`src/rtl/fp_normalize_round.sv`:
```
// fp_normalize_round: post-add stage of the FP add/sub datapath.
// Takes the raw, unnormalized sum/difference from the add/sub core, normalizes
// it one bit per cycle, rounds to nearest-even and packs a binary32 result.
//
// Ports:
//   clk, rst                 clock, asynchronous active-high reset
//   in_valid / in_ready      input handshake
//   in_sign, in_exp, in_mant raw operand ({carry, hidden, fraction, G, R, S})
//   in_is_nan, in_is_inf     special results detected by the core
//   out_valid / out_ready    output handshake
//   result                   packed IEEE-754 result
//   overflow, underflow, inexact  exception flags, valid with result
//
// state | meaning
// IDLE  | waiting for an operand, in_ready high
// NORM  | left-shifting until the hidden bit is set or exponent bottoms out
// ROUND | round-to-nearest-even and pack
// OUT   | result presented, waiting for out_ready
module fp_normalize_round #(
  parameter int WIDTH     = 32,
  parameter int EXP_BITS  = 8,
  parameter int MANT_BITS = 23
) (
  input  logic                   clk,
  input  logic                   rst,
  input  logic                   in_valid,
  output logic                   in_ready,
  input  logic                   in_sign,
  input  logic [EXP_BITS-1:0]    in_exp,
  input  logic [MANT_BITS+4:0]   in_mant,
  input  logic                   in_is_nan,
  input  logic                   in_is_inf,
  output logic                   out_valid,
  input  logic                   out_ready,
  output logic [WIDTH-1:0]       result,
  output logic                   overflow,
  output logic                   underflow,
  output logic                   inexact
);

  localparam int MW = MANT_BITS + 5;
  localparam int EW = EXP_BITS + 1;

  localparam logic [1:0] IDLE  = 2'd0;
  localparam logic [1:0] NORM  = 2'd1;
  localparam logic [1:0] ROUND = 2'd2;
  localparam logic [1:0] OUT   = 2'd3;

  localparam logic [EW-1:0]    EXP_ONE = {{(EW-1){1'b0}}, 1'b1};
  localparam logic [EW-1:0]    EXP_MAX = {1'b0, {EXP_BITS{1'b1}}};
  localparam logic [WIDTH-1:0] QNAN    = {1'b0, {EXP_BITS{1'b1}}, 1'b1, {(MANT_BITS-1){1'b0}}};

  logic [1:0]    state;
  logic [MW-1:0] mant_q;
  logic [EW-1:0] exp_q;
  logic          sign_q;

  // Rounding datapath. The exponent is kept one bit wider than the field so
  // that both the carry-shift (254+1) and the rounding carry into the
  // all-ones exponent are seen as overflow.
  logic [MANT_BITS-1:0]    frac;
  logic                    g_bit, r_bit, s_bit, rnd, lost;
  logic [EW+MANT_BITS-1:0] rsum;
  logic [EW-1:0]           rexp;
  logic                    rovf;

  assign frac  = mant_q[MANT_BITS+2:3];
  assign g_bit = mant_q[2];
  assign r_bit = mant_q[1];
  assign s_bit = mant_q[0];
  assign lost  = g_bit | r_bit | s_bit;
  assign rnd   = g_bit & (r_bit | s_bit | frac[0]);
  // One add over {exp, fraction}: fraction overflow bumps the exponent and a
  // denormal that rounds up to 1.0 lands on exponent 1 without special casing.
  assign rsum  = {exp_q, frac} + {{(EW+MANT_BITS-1){1'b0}}, rnd};
  assign rexp  = rsum[EW+MANT_BITS-1 -: EW];
  assign rovf  = (rexp >= EXP_MAX);

  assign in_ready = (state == IDLE) && !rst;

  always_ff @(posedge clk or posedge rst) begin
    if (rst) begin
      state     <= IDLE;
      mant_q    <= '0;
      exp_q     <= '0;
      sign_q    <= 1'b0;
      out_valid <= 1'b0;
      result    <= '0;
      overflow  <= 1'b0;
      underflow <= 1'b0;
      inexact   <= 1'b0;
    end else begin
      case (state)
        IDLE: begin
          if (in_valid) begin
            sign_q    <= in_sign;
            mant_q    <= in_mant;
            exp_q     <= {1'b0, in_exp};
            overflow  <= 1'b0;
            underflow <= 1'b0;
            inexact   <= 1'b0;
            if (in_is_nan) begin
              result    <= QNAN;
              out_valid <= 1'b1;
              state     <= OUT;
            end else if (in_is_inf) begin
              result    <= {in_sign, {EXP_BITS{1'b1}}, {MANT_BITS{1'b0}}};
              out_valid <= 1'b1;
              state     <= OUT;
            end else if (in_mant == '0) begin
              result    <= '0;
              out_valid <= 1'b1;
              state     <= OUT;
            end else if (in_mant[MW-1]) begin
              // Right shift keeps the dropped bit alive in sticky.
              mant_q <= {1'b0, in_mant[MW-1:2], in_mant[1] | in_mant[0]};
              exp_q  <= {1'b0, in_exp} + EXP_ONE;
              state  <= ROUND;
            end else if (in_mant[MW-2]) begin
              state <= ROUND;
            end else begin
              state <= NORM;
            end
          end
        end
        NORM: begin
          if (mant_q[MW-2]) begin
            state <= ROUND;
          end else if (exp_q > EXP_ONE) begin
            mant_q <= {mant_q[MW-2:0], 1'b0};
            exp_q  <= exp_q - EXP_ONE;
          end else begin
            // Exponent already at the minimum: encode as denormal.
            exp_q <= '0;
            state <= ROUND;
          end
        end
        ROUND: begin
          if (rovf) begin
            result <= {sign_q, {EXP_BITS{1'b1}}, {MANT_BITS{1'b0}}};
          end else begin
            result <= {sign_q, rsum[EXP_BITS+MANT_BITS-1:0]};
          end
          overflow  <= rovf;
          inexact   <= lost;
          underflow <= lost && (exp_q[EXP_BITS-1:0] == '0);
          out_valid <= 1'b1;
          state     <= OUT;
        end
        OUT: begin
          if (out_ready) begin
            out_valid <= 1'b0;
            state     <= IDLE;
          end
        end
        default: state <= IDLE;
      endcase
    end
  end

endmodule

```
`config.mk`:
```
export PLATFORM = sky130hd
export DESIGN_NAME = fp_normalize_round
export DESIGN_NICKNAME = d
export VERILOG_FILES = /design/src/rtl/fp_normalize_round.sv
export SDC_FILE = /design/constraint.sdc
export NUM_CORES = 1
export LEC_CHECK = 0
export CELL_PAD_IN_SITES_DETAIL_PLACEMENT = 0
export CELL_PAD_IN_SITES_GLOBAL_PLACEMENT = 1
export CORE_MARGIN = 1.5
export CORE_UTILIZATION = 40
export DETAILED_ROUTE_END_ITERATION = 10
export PLACE_DENSITY = 0.93
export REMOVE_ABC_BUFFERS = 1
export SLEW_MARGIN = 25
export SYNTH_ARGS = -nofsm -noshare
export SYNTH_HDL_FRONTEND = slang
export SYNTH_SLANG_ARGS = --single-unit
```
`constraint.sdc`:
```
create_clock -name clk -period 3.19 [get_ports clk]
set_input_delay 0.4785 -clock clk [delete_from_list [all_inputs] [get_ports clk]]
set_output_delay 0.4785 -clock clk [all_outputs]
set_load 0.02 [all_outputs]
```
# --- Word level (Yosys, flattened, before mapping) ---
# Index checks and enable logic that the tools add are counted.
classes:
  add_sub_neg: 3
  multipliers: 0
  div: 0
  n_lt_le_gt_ge: 2
  n_eq_ne: 9
  n_shift: 0
  muxes: 42
  bitwise_logic: 6
  reduce_logical: 17
op_table:
  columns: ["cell", "n"]
  rows:
  - ["$mux 27", 7]
  - ["$mux 32", 4]
  - ["$pmux 32 s2", 1]
  - ["$mux 9", 7]
  - ["$pmux 27 s2", 1]
  - ["$add 32x1->32", 1]
  - ["$mux 31", 1]
  - ["$logic_not 28->1", 1]
  - ["$mux 2", 9]
  - ["$pmux 9 s2", 1]
  - ["$add 8x1->9 const B", 1]
  - ["$ge 9x8->1 const B", 1]
  - ["$gt 9x1->1 const B", 1]
  - ["$reduce_and 3->1", 3]
  - ["$sub 9x1->9 const B", 1]
  - ["$logic_not 8->1", 1]
  - ["$ne 2x2->1 const B", 4]
  - ["$pmux 2 s4", 1]
  - ["$reduce_and 4->1", 2]
  - ["$mux 1", 6]
  - ["$pmux 1 s2", 3]
  - ["$reduce_and 2->1", 3]
  - ["$or 1x1->1", 5]
  - ["$eq 2x2->1 const B", 2]
  - ["10 further kinds", 12]
totals:
  register_bits: 75
  latchBits: 0
  ram_bits: 0
  romBits: 0
  input_bits: 43
  output_inout_bits: 37
  wordCells: 89
  mem_count: 0

# --- Logic depth before layout (Yosys ltp) ---
# Gate-level depths: netlist (run 1).
depth:
  word_depth: 7
  ltp_mapped: 10
  mapped_depth_nobuf: 8

# --- Least setup slack after synthesis (run 1) ---
# OpenSTA, ideal clock, no wires.
synth_timing:
  path_kind: "reg2reg"
  startpoint: "reg mant_q[2]"
  endpoint: "reg result[10]"
  setup_time_ns: 0.122
  arrival_time_ns: 2.416
  required_time_ns: 3.068
  setup_slack_ns: 0.653
  path_stages_with_launch: 11
  n_path_buf: 2
  period_less_slack_ns: 2.537
  cell_sequence: "dfrtp_1 and2_1 ha_1 and3_1 clkbuf_1 nand4_1 nor3_1 xnor2_1 o41a_4 buf_6 a32o_1"
synth_via:
  elab_chain_len: 5
synth_rtl:
  columns: ["element", "line_no", "source"]
  rows:
  - ["start, declared", "54", "logic [MW-1:0] mant_q;"]
  - ["start signal, assigned", "97", "mant_q <= in_mant;"]
  - ["start signal, assigned", "116", "mant_q <= {1'b0, in_mant[MW-1:2], in_mant[1] | in_mant[0]};"]
  - ["start signal, assigned", "130", "mant_q <= {mant_q[MW-2:0], 1'b0};"]
  - ["$and 1x1->1 *", "72", "assign rnd = g_bit & (r_bit | s_bit | frac[0]);"]
  - ["$add 32x1->32 *", "75", "assign rsum = {exp_q, frac} + {{(EW+MANT_BITS-1){1'b0}}, rnd};"]
  - ["$ge 9x8->1", "77", "assign rovf = (rexp >= EXP_MAX);"]
  - ["$mux 31 *", "139", "if (rovf) begin"]
  - ["$pmux 32 s2 *", "93", "case (state)"]
  - ["end signal, assigned", "107", "result <= {in_sign, {EXP_BITS{1'b1}}, {MANT_BITS{1'b0}}};"]
  - ["end signal, assigned", "140", "result <= {sign_q, {EXP_BITS{1'b1}}, {MANT_BITS{1'b0}}};"]
  - ["end signal, assigned", "142", "result <= {sign_q, rsum[EXP_BITS+MANT_BITS-1:0]};"]
  - ["end, declared", "35", "output logic [WIDTH-1:0] result,"]
# Every way passes the cells marked *; elsewhere a longest branch is shown, timed or not.
# A chain may end at the register's enable or synchronous reset.

# --- Final worst setup path (run 1) ---
layout_timing:
  startpoint: "reg mant_q[2]"
  endpoint: "reg result[1]"
# Same word-level chain as after synthesis.

==> results.yml, run 1 <==
synthesis:
  yosys_warnings: 0
  syn_area_sq_um: 4690
  synth_seq_cells: 75
  synth_ff_type: "dfrtp_1"
  syn-instance-count: 555
  ys_seq_area_share_pct: 40.0
  synth_cell_types: 48
  syn_area_per_cell_sq_um: 8.45
  async_reset_ff_share_pct: 100
  synth_edf_count: 0
sta:
  drv_slew: 0
  relSlewSlack_pct: 40.7
  worst_slew_pin_slew_ns: 0.888
  setup_viol: 0
  rsz0062_at_grt: "false"
  max_freq_ghz: 0.363
  final_hold_viol_count: 0
  fin_setup_tns_ns: 0
  min_period_over_period_pct: 86.3
  skew_ns: 0.00761
  period_needed_ns: 2.75
drt:
  vias: 4441
  first_pass_iters: 5
  drc: 0
  routed_wirelength_microns: 12600
  drtIter0Drc: 290
  drt-vias-per-instance: 5.80
  ant_nets: 0
  wl_per_cell_microns: 16.5
power_and_ir_drop:
  leakagePower_uw: 0.00241
  pwr_density_cell_nw_per_um2: 1000
  swShare_pct: 43.1
  power_switching_uw: 2550
  total_power_uw: 5920
  p_clk_share_pct: 16.3
  p_int_uw: 3370
  seqPwrFrac_pct: 33.3
  ir_worst_vdd_v: 0.000440
  p_comb_share_pct: 50.4
final_layout:
  multi_input_area_sq_um: 2590
  layout.nets: 672
  area_growth_syn_to_layout_pct: 26.2
  n_antenna_cell: 0
  regArea_sq_um: 1880
  final_common_cell: "a21oi_1"
  drive_gt1_share_pct: 6.42
  final_util_pct: 51.8
  most-common-layout-cells: "a21oi_1 (84), clkdlybuf4s50_1 (79), nand2_1 (77), dfrtp_1 (75), nor2_1 (42)"
  nFillCells: 1087
floorplanning:
  num_rows: 39
  die_w_microns: 111
  die_y_microns: 111
  start_util_pct: 41.1
  core_sq_um: 11400
  ios: 80
  dieArea_sq_um: 12400
critical_path:
  cp_data_required_time_ns: 3.41
  crit_fanout: 24
  cp.arrival_ns: 2.98
  start_kind: "flop"
  worst_path_max_delay_cell: "o41a_4"
  critPathKind: "reg2reg"
  path_cells: "and2_1 > ha_1 > and3_1 > nand4_1 > nor3_1 > xnor2_1 > o41a_4 > a32o_1"
  endpoint_kind: "flop"
  max_stage_delay_ns: 0.60
place:
  gp_congestion: 0.870
  port_buffers: 79
  dp_hpwl_microns: 9350
clock_network:
  cts.sinks: 75
  post_cts_resized: 0
  cts_tree: "yes"
  clock_path_buffers: 2
  cts.clk_slew.worst_paths_ns: 0.06
  clk_latency_ns: 0.33
  postCtsHoldBufs: 0
  post_cts_buffers: 0
  h-tree-depth: 3
  root_buffer: "clkbuf_16"
  cts_made_buffers: 9
global_routing:
  grt_pass1_vias: 4196
  antenna_found_initial: 0
  grt_usage_pct: 20.9
  grt_max_degree: 45
  grt_first_pass_wirelength_microns: 21100
  gr-total-overflow: 0
hold_path:
  hold_class: "reg2reg"
job:
  cap_violations: 0
outcome:
  outcome: "completed"
cell usage after synthesis, types with 2 or more instances:
master / instances / area (sq um)
buf_6: 3 / 33.8
nor2b_1: 3 / 18.8
mux2i_1: 3 / 30.0
o32ai_1: 3 / 26.3
a31oi_1: 2 / 12.5
nand3_1: 15 / 75.1
a32o_1: 24 / 240
dfrtp_1: 75 / 1880
o21ai_1: 4 / 20.0
nor3_1: 15 / 75.1
a22o_1: 7 / 61.3
o31ai_1: 2 / 15.0
or4_1: 2 / 15.0
clkbuf_1: 39 / 146
and3_1: 9 / 56.3
xor2_1: 19 / 166
a21oi_1: 84 / 420
o211ai_1: 3 / 22.5
a221o_1: 2 / 20.0
nand2b_1: 5 / 31.3
xnor2_1: 19 / 166
nand4_1: 16 / 100
ha_1: 11 / 138
o21ai_0: 14 / 70.1
nor4_1: 9 / 56.3
inv_1: 15 / 56.3
a211o_1: 5 / 43.8
a21o_1: 2 / 15.0
o22ai_1: 5 / 31.3
nor3b_1: 4 / 30.0
a21boi_1: 2 / 15.0
nor2_1: 42 / 158
nand2_1: 77 / 289
stage by stage:
stage / hold slack [ns] / instances / instance area, sq um / setup slack, ns
floorplan: 0.480 / 512 / 4500 / -1.29
global placement: 0.472 / 750 / 5630 / 0.484
detailed placement: 0.478 / 750 / 5630 / 0.454
CTS: 0.491 / 766 / 5920 / 0.446
global route: 0.513 / 766 / 5920 / 0.307
finish: 0.488 / 766 / 5920 / 0.437
critical path: cells and delay by family, from the launching register on:
kind | cells | cell delay (ns)
simple gates | 4 | 0.96
compound gates | 2 | 0.90
flops | 1 | 0.46
fa+ha+maj | 1 | 0.17
xor+xnor | 1 | 0.15
kinds of logic after synthesis:
kind of cell / share of synthesized area, %
and+or+nand+nor: 21.1
AOI/OAI and AO/OA: 22.8
DFF: 40.0
buffers and inverters: 5.15
xor gates and xnor gates: 7.10
adders and majority gates: 2.94
muxes: 0.881
power by group through the flow:
stage	clock, uW	combinational [uW]	sequential (uW)
6_report	964	2980	1970
5_1_grt	1020	3280	2050
4_1_cts	973	2990	1970
3_5_place_dp	0	2980	1980
3_3_place_gp	0	2910	1960
2_1_floorplan	0	1700	2090
state kept, by name (all words and copies together) (netlist names):
signal and count:
state 2, inexact 1, sign_q 1, out_valid 1, result 32, underflow 1
exp_q 9, overflow 1, mant_q 27
final cells by class:
cell class                      count  share of cell area [%]
Tap cell                          143                    3.02
Clock inverter                      3                   0.360
Clock buffer                       13                    4.40
Timing Repair Buffer               95                    15.8
Inverter                           15                   0.952
Multi-Input combinational cell    422                    43.7
Sequential cell                    75                    31.7
layer usage:
metal  GRT usage (%)  share of wire (%)  vias up  wire length, microns
met5               0                  0        -                     0
met2            34.5                 48      121                  6110
met3            3.06                4.6       18                   585
met4            5.49                1.5        0                   188
met1            28.7                 46     2175                  5750
li1                -                  -     2127                     -
final timing paths:
| path | slack (ns) | cells after the start | startpoint | end |
|---|---|---|---|---|
| min | 0.49 | 1 | inexact | inexact |
| min in group asynchronous | 0.61 | 2 | rst | mant_q[0] |
| max in group asynchronous | 1.89 | 3 | rst | result[19] |
| max | 0.44 | 8 | mant_q[2] | result[1] |
| min reg2reg | 0.49 | 1 | inexact | inexact |
| max reg2reg | 0.44 | 8 | mant_q[2] | result[1] |
No activity file was read; power rests on OpenSTA's default activity.
==> run 2: changes to the inputs <==
--- a/config.mk
+++ b/config.mk
@@ -10,7 +10,8 @@
 export CORE_MARGIN = 1.5
 export CORE_UTILIZATION = 40
 export DETAILED_ROUTE_END_ITERATION = 10
-export PLACE_DENSITY = 0.93
+export GPL_TIMING_DRIVEN = 0
+export PLACE_DENSITY = 0.85
 export REMOVE_ABC_BUFFERS = 1
 export SLEW_MARGIN = 25
 export SYNTH_ARGS = -nofsm -noshare
==> run 2 against run 1 <==
Sequential power hardly changed. Largest power group unchanged. Maximum frequency is 6.8% lower. First-iteration DRC count increased by 7.9%. Non-clock buffer count down 8. Final cell count down 1.0%. Clock power up 12%. Via count down 1.5%.
==> results.yml, run 2 (synthesis results as in run 1) <==
critical_path:
  critPathKind: "reg2reg"
  start_kind: "flop"
  cp_data_required_time_ns: 3.41
  path_cells: "nand4_1 > nor3_1 > and3b_2 > mux2i_1 > o41a_4 > a32o_1"
  crit_fanout: 24
  max_stage_delay_ns: 0.68
  crit_family: "simple AND/OR/NAND/NOR gates"
  cp_num_buf_inv: 0
  cp.arrival_ns: 3.18
  endpoint_kind: "flop"
  worst_path_max_delay_cell: "nor3_1"
floorplanning:
  start_util_pct: 41.1
  num_rows: 39
  ios: 80
  dieArea_sq_um: 12400
  die_w_microns: 111
  core_sq_um: 11400
  die_y_microns: 111
clock_network:
  cts.clk_slew.worst_paths_ns: 0.06
  postCtsHoldBufs: 0
  cts.sinks: 75
  cts_tree: "yes"
  clock_path_buffers: 2
  h-tree-depth: 3
  cts_made_buffers: 9
  clk_latency_ns: 0.34
  root_buffer: "clkbuf_16"
final_layout:
  layout.nets: 665
  drive_gt1_share_pct: 6.34
  final_common_cell: "a21oi_1"
  largestRegisters: "result (32), mant_q (27), exp_q (9)"
  largest-register: "result"
  largest_register_ffs: 32
  most-common-layout-cells: "a21oi_1 (84), clkdlybuf4s50_1 (79), nand2_1 (76), dfrtp_1 (75), nor2_1 (41)"
  finalNonFillerCells: 758
  n_antenna_cell: 0
  finalInstanceArea_sq_um: 5960
  nFillCells: 1084
  area_growth_syn_to_layout_pct: 27.2
sta:
  drv_slew: 0
  skew_ns: 0.00882
  setup_viol: 0
  period_needed_ns: 2.95
  max_freq_ghz: 0.339
  worst_slew_pin_slew_ns: 0.866
  rsz0062_at_grt: "false"
  fin_setup_tns_ns: 0
  min_period_over_period_pct: 92.6
  final_hold_viol_count: 0
  relSlewSlack_pct: 42.2
global_routing:
  grt_max_degree: 44
  grt_pass1_vias: 4243
  grt_first_pass_wirelength_microns: 21100
  gr-total-overflow: 0
  use_met1_pct: 28.1
  antenna_found_initial: 0
  met2_usage_pct: 33.5
  top_usage_layer: "met2"
  use_met3_pct: 4.16
  grt_usage_pct: 21.0
drt:
  drtIter0Drc: 313
  wl_per_cell_microns: 16.9
  routed_wirelength_microns: 12800
  first_pass_iters: 5
  drt-vias-per-instance: 5.77
  vias: 4373
  drc: 0
  ant_nets: 0
place:
  gp_congestion: 0.899
  port_buffers: 79
  dp_hpwl_microns: 8890
  dpl_cell_area_sq_um: 5600
  dp_cells: 740
power_and_ir_drop:
  leakagePower_uw: 0.00240
  ir_worst_vdd_v: 0.000449
  pwr_density_cell_nw_per_um2: 1010
hold_path:
  hold_class: "reg2reg"
outcome:
  outcome: "completed"
job:
  cap_violations: 0
run 2: changes by cell type in the layout (fill, tap and decap cells not counted), moves of 2 or more:
| cell | delta |
|---|---|
| a21boi_2 | +2 |
| bufinv_16 | +2 |
| buf_4 | -10 |
| buf_6 | +2 |
run 2: worst reg2reg max path: stages, from the launching register on:
cell and delay [ns]:
dfrtp_1 0.48, nand4_1 0.31, nor3_1 0.68, and3b_2 0.34, mux2i_1 0.09, o41a_4 0.63
a32o_1 0.31
run 2: worst paths after layout:
check,from,to,slack [ns],cells after the start
worst max-delay path,mant_q[2],result[1],0.24,6
worst max register to register,mant_q[2],result[1],0.24,6
max in group asynchronous,rst,mant_q[15],2.05,3
worst min-delay path,result[24],result[24],0.48,1
worst min register to register,result[24],result[24],0.48,1
min in group asynchronous,rst,sign_q,0.55,2
run 2: report_power, final:
group | switching (uW) | total, uW | internal (uW)
Sequential | 559 | 1980 | 1420
Clock | 373 | 1080 | 703
Combinational | 1620 | 2970 | 1350
Total | 2550 | 6030 | 3480
run 2: layout make-up:
| cell class | count | area (sq um) | area share, % |
|---|---|---|---|
| Clock inverter | 2 | 60.1 | 1.01 |
| Clock buffer | 13 | 250 | 4.20 |
| Multi-Input combinational cell | 423 | 2650 | 44.4 |
| Tap cell | 143 | 179 | 3.00 |
| Inverter | 15 | 58.8 | 0.986 |
| Timing Repair Buffer | 87 | 891 | 14.9 |
| Sequential cell | 75 | 1880 | 31.5 |
run 2: through the flow:
step | hold WS (ns) | total power, uW | worst slack, ns | utilization, %
global placement | 0.466 | 4740 | -2.59 | 47.9
floorplan | 0.480 | 3790 | -1.29 | -
detailed placement | 0.478 | 4900 | -0.0484 | 49.0
global route | 0.510 | 6470 | 0.0321 | 52.2
finish | 0.483 | 6030 | 0.237 | 52.2
CTS | 0.491 | 6010 | 0.0942 | 51.9
run 2: what timing repair did:
item | CTS | global route
cloned | 0 | 1
resized for setup | 2 | 2
setup endpoints to repair | 23 | 36
pin swaps | 0 | 1
setup buffers | 0 | 2
run 2: metal layers:
metal | wire [microns] | up-vias | part of all wire (%)
met5 | 0 | - | 0
met4 | 311 | 0 | 2.4
met3 | 574 | 23 | 4.5
met2 | 6000 | 143 | 47
met1 | 5930 | 2092 | 46
li1 | - | 2115 | -
==> patch 1 (config.mk and constraints of run 2) <==
Make the reset (`rst`) synchronous in one clocked block. Comments in the files are not updated.
--- a/src/rtl/fp_normalize_round.sv
+++ b/src/rtl/fp_normalize_round.sv
@@ -78,7 +78,7 @@
 
   assign in_ready = (state == IDLE) && !rst;
 
-  always_ff @(posedge clk or posedge rst) begin
+  always_ff @(posedge clk) begin
     if (rst) begin
       state     <= IDLE;
       mant_q    <= '0;
Formal check against the unedited RTL: differs if rst is asserted again (counterexample within 4 cycles, from zero or initial values and one cycle with rst high); with rst held inactive, the same outputs for 4 cycles.
==> patch 1 against run 2 <==
- routed wire length shrank 6.1%
- synthesized area is 4.9% lower
- sequential power fell by 17%
- first-iteration DRC count shrank 32%
- final cell count grew 2.5%
- final area is 4.4% lower
- sequential cell count stayed put
- critical path depth grew 4
- sequential share of layout area fell by 5.1 points
- setup slack got worse by 0.033 ns
- global-route usage is 0.22 points higher
- synthesized cell count increased by 2.9%
- total power down 19%
- via count fell by 1.9%
==> patch 1: results (changes against run 2) <==
set qor(synth_commonest_cells) {nor2_1, dfxtp_1, nand2_1} ;# was a21oi_1, nand2_1, dfrtp_1
set qor(routedWlPerCell_um) 15.5 ;# was 16.9 µm
set qor(cts.clk_slew.worst_paths_ns) 0.08 ;# was 0.06 ns
set qor(first_pass_iters) 4 ;# was 5
set qor(async_s_r_ff_share_synth) 0 ;# was 1.00
set qor(hold_path_end) {result[9]$_SDFFE_PP0P_} ;# was result[24]$_DFFE_PP0P_
set qor(p_leak_nw) 2.00 ;# was 2.40 nW
set qor(power.density_cell_area_mw_per_mm2) 852 ;# was 1010 mW/mm²
set qor(drt_iter0_markers) 214 ;# was 313
set qor(place.detailed.instances) 760 ;# was 740
set qor(worstSkewPairLatency_ns) 0.36 ;# was 0.34 ns
set qor(dp.final_hpwl_mm) 8.93 ;# was 8.89 mm
set qor(global_route_wire_length_before_repair_mm) 19.6 ;# was 21.1 mm
set qor(slew-limit-headroom) 0.379 ;# was 0.422
set qor(critical_path_arrival_ns) 3.28 ;# was 3.18 ns
set qor(ctsRootBufferMaster) {clkbuf_8} ;# was clkbuf_16
set qor(fin_skew_ns) 0.0109 ;# was 0.00882 ns
set qor(vdd_ir_drop_max_v) 0.000503 ;# was 0.000449 V
set qor(crit_path_max_incr_delay_ns) 0.49 ;# was 0.68 ns
set qor(regToRegEndpoint) {result[0]$_SDFFE_PP0P_} ;# was result[1]$_DFFE_PP0P_
set qor(synthDistinctLibCells) 50 ;# was 48
set qor(whs_path_depth) 2 ;# was 1
set qor(outcome) {completed} ;# unchanged
set qor(timing.critical_path.slowest_stage_cell) {or4b_1} ;# was nor3_1
set qor(p_seq_w) 0.00165 ;# was 0.00198 W
set qor(avgViaCountPerCell) 5.52 ;# was 5.77
set qor(switchingPower_w) 0.00213 ;# was 0.00255 W
set qor(ff2ff_path_depth) 10 ;# was 6
[patch 1: logic make-up (layout without fill, tap and decap cells)]
kind of cell | Yosys count | after routing | synth area share
AOI/OAI and AO/OA | 155 | 155 | 0.221
and+or+nand+nor | 214 | 214 | 0.228
buffers and inverters | 50 | 116 | 0.0454
xor gates and xnor gates | 37 | 37 | 0.0727
adders and majority gates | 11 | 11 | 0.0309
muxes | 29 | 29 | 0.0654
DFF | 75 | 75 | 0.337
[patch 1: area by class of cell]
cell class | count | area, µm² | area share
clock buffer | 9 | 124 | 0.0217
multi-input combinational | 446 | 2800 | 0.491
inverter | 11 | 41.3 | 0.00724
sequential | 75 | 1500 | 0.263
tap | 140 | 175 | 0.0307
timing repair buffer | 90 | 953 | 0.167
clock inverter | 6 | 105 | 0.0184
[patch 1: worst max path at each step]
stage                              end  slack, ns  depth (start not counted)
2_1_floorplan    exp_q[5]$_SDFFE_PP0P_      -1.78                          6
3_3_place_gp     exp_q[5]$_SDFFE_PP0P_      -3.63                          7
3_5_place_dp    result[1]$_SDFFE_PP0P_      -0.42                          9
4_1_cts         result[0]$_SDFFE_PP0P_       0.06                         10
5_1_grt        result[11]$_SDFFE_PP0P_       0.03                         10
6_report        result[0]$_SDFFE_PP0P_       0.20                         10
[patch 1: layer usage]
metal	GRT usage	vias up	wire length [µm]
li1	-	2170	-
met1	0.272	2008	5390
met2	0.363	95	5870
met3	0.0325	16	609
met4	0.0667	0	160
met5	0	-	0
[patch 1: timing repair]
item / 4_1_cts / 5_1_grt
hold endpoints to repair: 0 / 0
endpoints found under the setup margin: 23 / 22
setup buffers: 2 / 0
pin swaps: 1 / 0
gates resized for setup: 1 / 2
==> patch 2 (flow settings as in run 2) <==
Without the edit above. Register the output `overflow` once more, cleared by the reset; this adds one clock of latency there. The other outputs are not delayed to match.
--- a/src/rtl/fp_normalize_round.sv
+++ b/src/rtl/fp_normalize_round.sv
@@ -50,6 +50,8 @@
   localparam logic [EW-1:0]    EXP_MAX = {1'b0, {EXP_BITS{1'b1}}};
   localparam logic [WIDTH-1:0] QNAN    = {1'b0, {EXP_BITS{1'b1}}, 1'b1, {(MANT_BITS-1){1'b0}}};
 
+  logic overflow_s0;
+
   logic [1:0]    state;
   logic [MW-1:0] mant_q;
   logic [EW-1:0] exp_q;
@@ -86,7 +88,7 @@
       sign_q    <= 1'b0;
       out_valid <= 1'b0;
       result    <= '0;
-      overflow  <= 1'b0;
+      overflow_s0 <= 1'b0;
       underflow <= 1'b0;
       inexact   <= 1'b0;
     end else begin
@@ -96,7 +98,7 @@
             sign_q    <= in_sign;
             mant_q    <= in_mant;
             exp_q     <= {1'b0, in_exp};
-            overflow  <= 1'b0;
+            overflow_s0 <= 1'b0;
             underflow <= 1'b0;
             inexact   <= 1'b0;
             if (in_is_nan) begin
@@ -141,7 +143,7 @@
           end else begin
             result <= {sign_q, rsum[EXP_BITS+MANT_BITS-1:0]};
           end
-          overflow  <= rovf;
+          overflow_s0 <= rovf;
           inexact   <= lost;
           underflow <= lost && (exp_q[EXP_BITS-1:0] == '0);
           out_valid <= 1'b1;
@@ -158,5 +160,13 @@
     end
   end
 
+  always_ff @(posedge clk or posedge rst) begin
+    if (rst) begin
+      overflow <= '0;
+    end else begin
+      overflow <= overflow_s0;
+    end
+  end
+
 endmodule
 
Check against the original RTL: not equivalent (a bounded check fails within 4 cycles, from zero or initial values and one cycle with rst high).
==> patch 2 against run 2 <==
- setup slack worse by 0.017 ns
- routed wire length up 3.4%
- final cell count up 6.1%
- core utilization down 0.60 points
- synthesized area up 3.3%
- critical endpoint is now result[22]$_DFFE_PP0P_
- total power up 2.5%
- count of clock-buffer cells in the layout down 2
- worst hold slack worse by 0.10 ns
- final area up 3.1%
- sequential cell count up 1
- clock skew about the same
==> patch 2: results (changes against run 2) <==
set qor(outcome) {completed} ;# unchanged
set qor(grt_max_degree) 52 ;# was 44
set qor(first_pass_iters) 5 ;# unchanged
set qor(routedWlPerCell_um) 16.5 ;# was 16.9 µm
set qor(synth.top_cells.by_area) {dfrtp_1, a21oi_1, nand2_1, xnor2_1, o21ai_2} ;# was dfrtp_1, a21oi_1, nand2_1, a32o_1, xnor2_1
set qor(vdd_ir_drop_max_v) 0.000336 ;# was 0.000449 V
set qor(dpl-instance-area_mm2) 0.00575 ;# was 0.00560 mm²
set qor(p_leak_nw) 2.46 ;# was 2.40 nW
set qor(synthDistinctLibCells) 52 ;# was 48
set qor(track_usage) 0.209 ;# was 0.210
set qor(final_net_count) 706 ;# was 665
set qor(critical_path_fanouts_max) 12 ;# was 24
set qor(avgViaCountPerCell) 5.66 ;# was 5.77
set qor(global_route_wire_length_before_repair_mm) 21.5 ;# was 21.1 mm
set qor(synth_commonest_cells) {nand2_1, a21oi_1, dfrtp_1} ;# was a21oi_1, nand2_1, dfrtp_1
set qor(grt_pass1_vias) 4372 ;# was 4243
set qor(cts.clk_slew.worst_paths_ns) 0.06 ;# about the same
set qor(fin_skew_ns) 0.00895 ;# was 0.00882 ns
set qor(place.detailed.instances) 785 ;# was 740
set qor(ctsRootBufferMaster) {clkbuf_16} ;# unchanged
set qor(syn-mean-instance-area_um2) 8.16 ;# was 8.45 µm²
set qor(dp_worst_setup_slack_ns) -0.440 ;# was -0.0484 ns
set qor(initial_antenna_violation_count) 0 ;# unchanged
set qor(final_layout_size_suffix_gt1_frac) 0.0913 ;# was 0.0634
set qor(synth-seq-area-share) 0.393 ;# was 0.400
set qor(routabilityCongestion) 0.824 ;# was 0.899
set qor(detail_route.wirelength_mm) 13.2 ;# was 12.8 mm
set qor(drt_iter0_markers) 272 ;# was 313
## patch 2: logic make-up (layout without fill, tap and decap cells)
kind of cell    count (synthesis)  after routing  share of synthesized area
flops                          76             76                      0.393
buf+inv                        53            115                     0.0447
xor+xnor                       38             38                     0.0687
fa+ha+maj                      11             11                     0.0284
mux                             4              4                    0.00852
compound gates                173            174                      0.223
simple gates                  239            239                      0.234
## patch 2: worst max-delay path, cell delays in order (launching register included)
cell     delay, ns
dfrtp_1       0.51
nand4_2       0.23
or4_1         0.71
or3_1         0.41
o31ai_2       0.39
a41o_4        0.46
o21ai_0       0.14
## patch 2: cell type report
class	instances	area, µm²
Inverter	15	58.8
Fill cell	1151	5760
Timing Repair Buffer	84	876
Multi-Input combinational cell	466	2830
Sequential cell	76	1900
Clock buffer	11	253
Clock inverter	5	50.0
Tap cell	147	184
## patch 2: timing repair
item                                    4_1_cts  5_1_grt
hold endpoints to repair                      0        0
gates cloned                                  0        1
pin swaps                                     0        3
resized for setup                             3        7
hold buffers                                  0        0
setup buffers                                 0        2
endpoints found under the setup margin       49       48
## patch 2: routing by layer
layer	wire length [µm]	vias to the layer above	share of wire	GRT usage
li1	-	2226	-	-
met1	5990	2212	0.45	0.270
met2	6550	94	0.49	0.356
met3	463	21	0.035	0.0311
met4	243	0	0.018	0.0833
met5	0	-	0	0
## patch 2: where the power goes
group	leakage, nW	internal, W	switching [W]
logic	1.39	0.00134	0.00180
clock network	0.155	0.000643	0.000397
registers	0.917	0.00143	0.000562
total	2.46	0.00342	0.00276
## patch 2: through the flow
stage | hold WS, ns | utilization
3_3_place_gp | 0.370 | 0.475
4_1_cts | 0.381 | 0.510
2_1_floorplan | 0.354 | -
6_report | 0.382 | 0.516
3_5_place_dp | 0.369 | 0.483
5_1_grt | 0.391 | 0.516
## patch 2: worst paths after layout
check | slack [ns] | to | startpoint | depth (start not counted)
min in group asynchronous | 0.49 | result[31]$_DFFE_PP0P_ | rst | 2
setup reg to reg | 0.22 | result[22]$_DFFE_PP0P_ | mant_q[12]$_DFFE_PP0P_ | 6
max in group asynchronous | 2.12 | result[8]$_DFFE_PP0P_ | rst | 3
setup / recovery | 0.22 | result[22]$_DFFE_PP0P_ | mant_q[12]$_DFFE_PP0P_ | 6
hold reg to reg | 0.38 | overflow$_DFF_PP0_ | overflow_s0$_DFFE_PP0P_ | 0
hold / removal | 0.38 | overflow$_DFF_PP0_ | overflow_s0$_DFFE_PP0P_ | 0
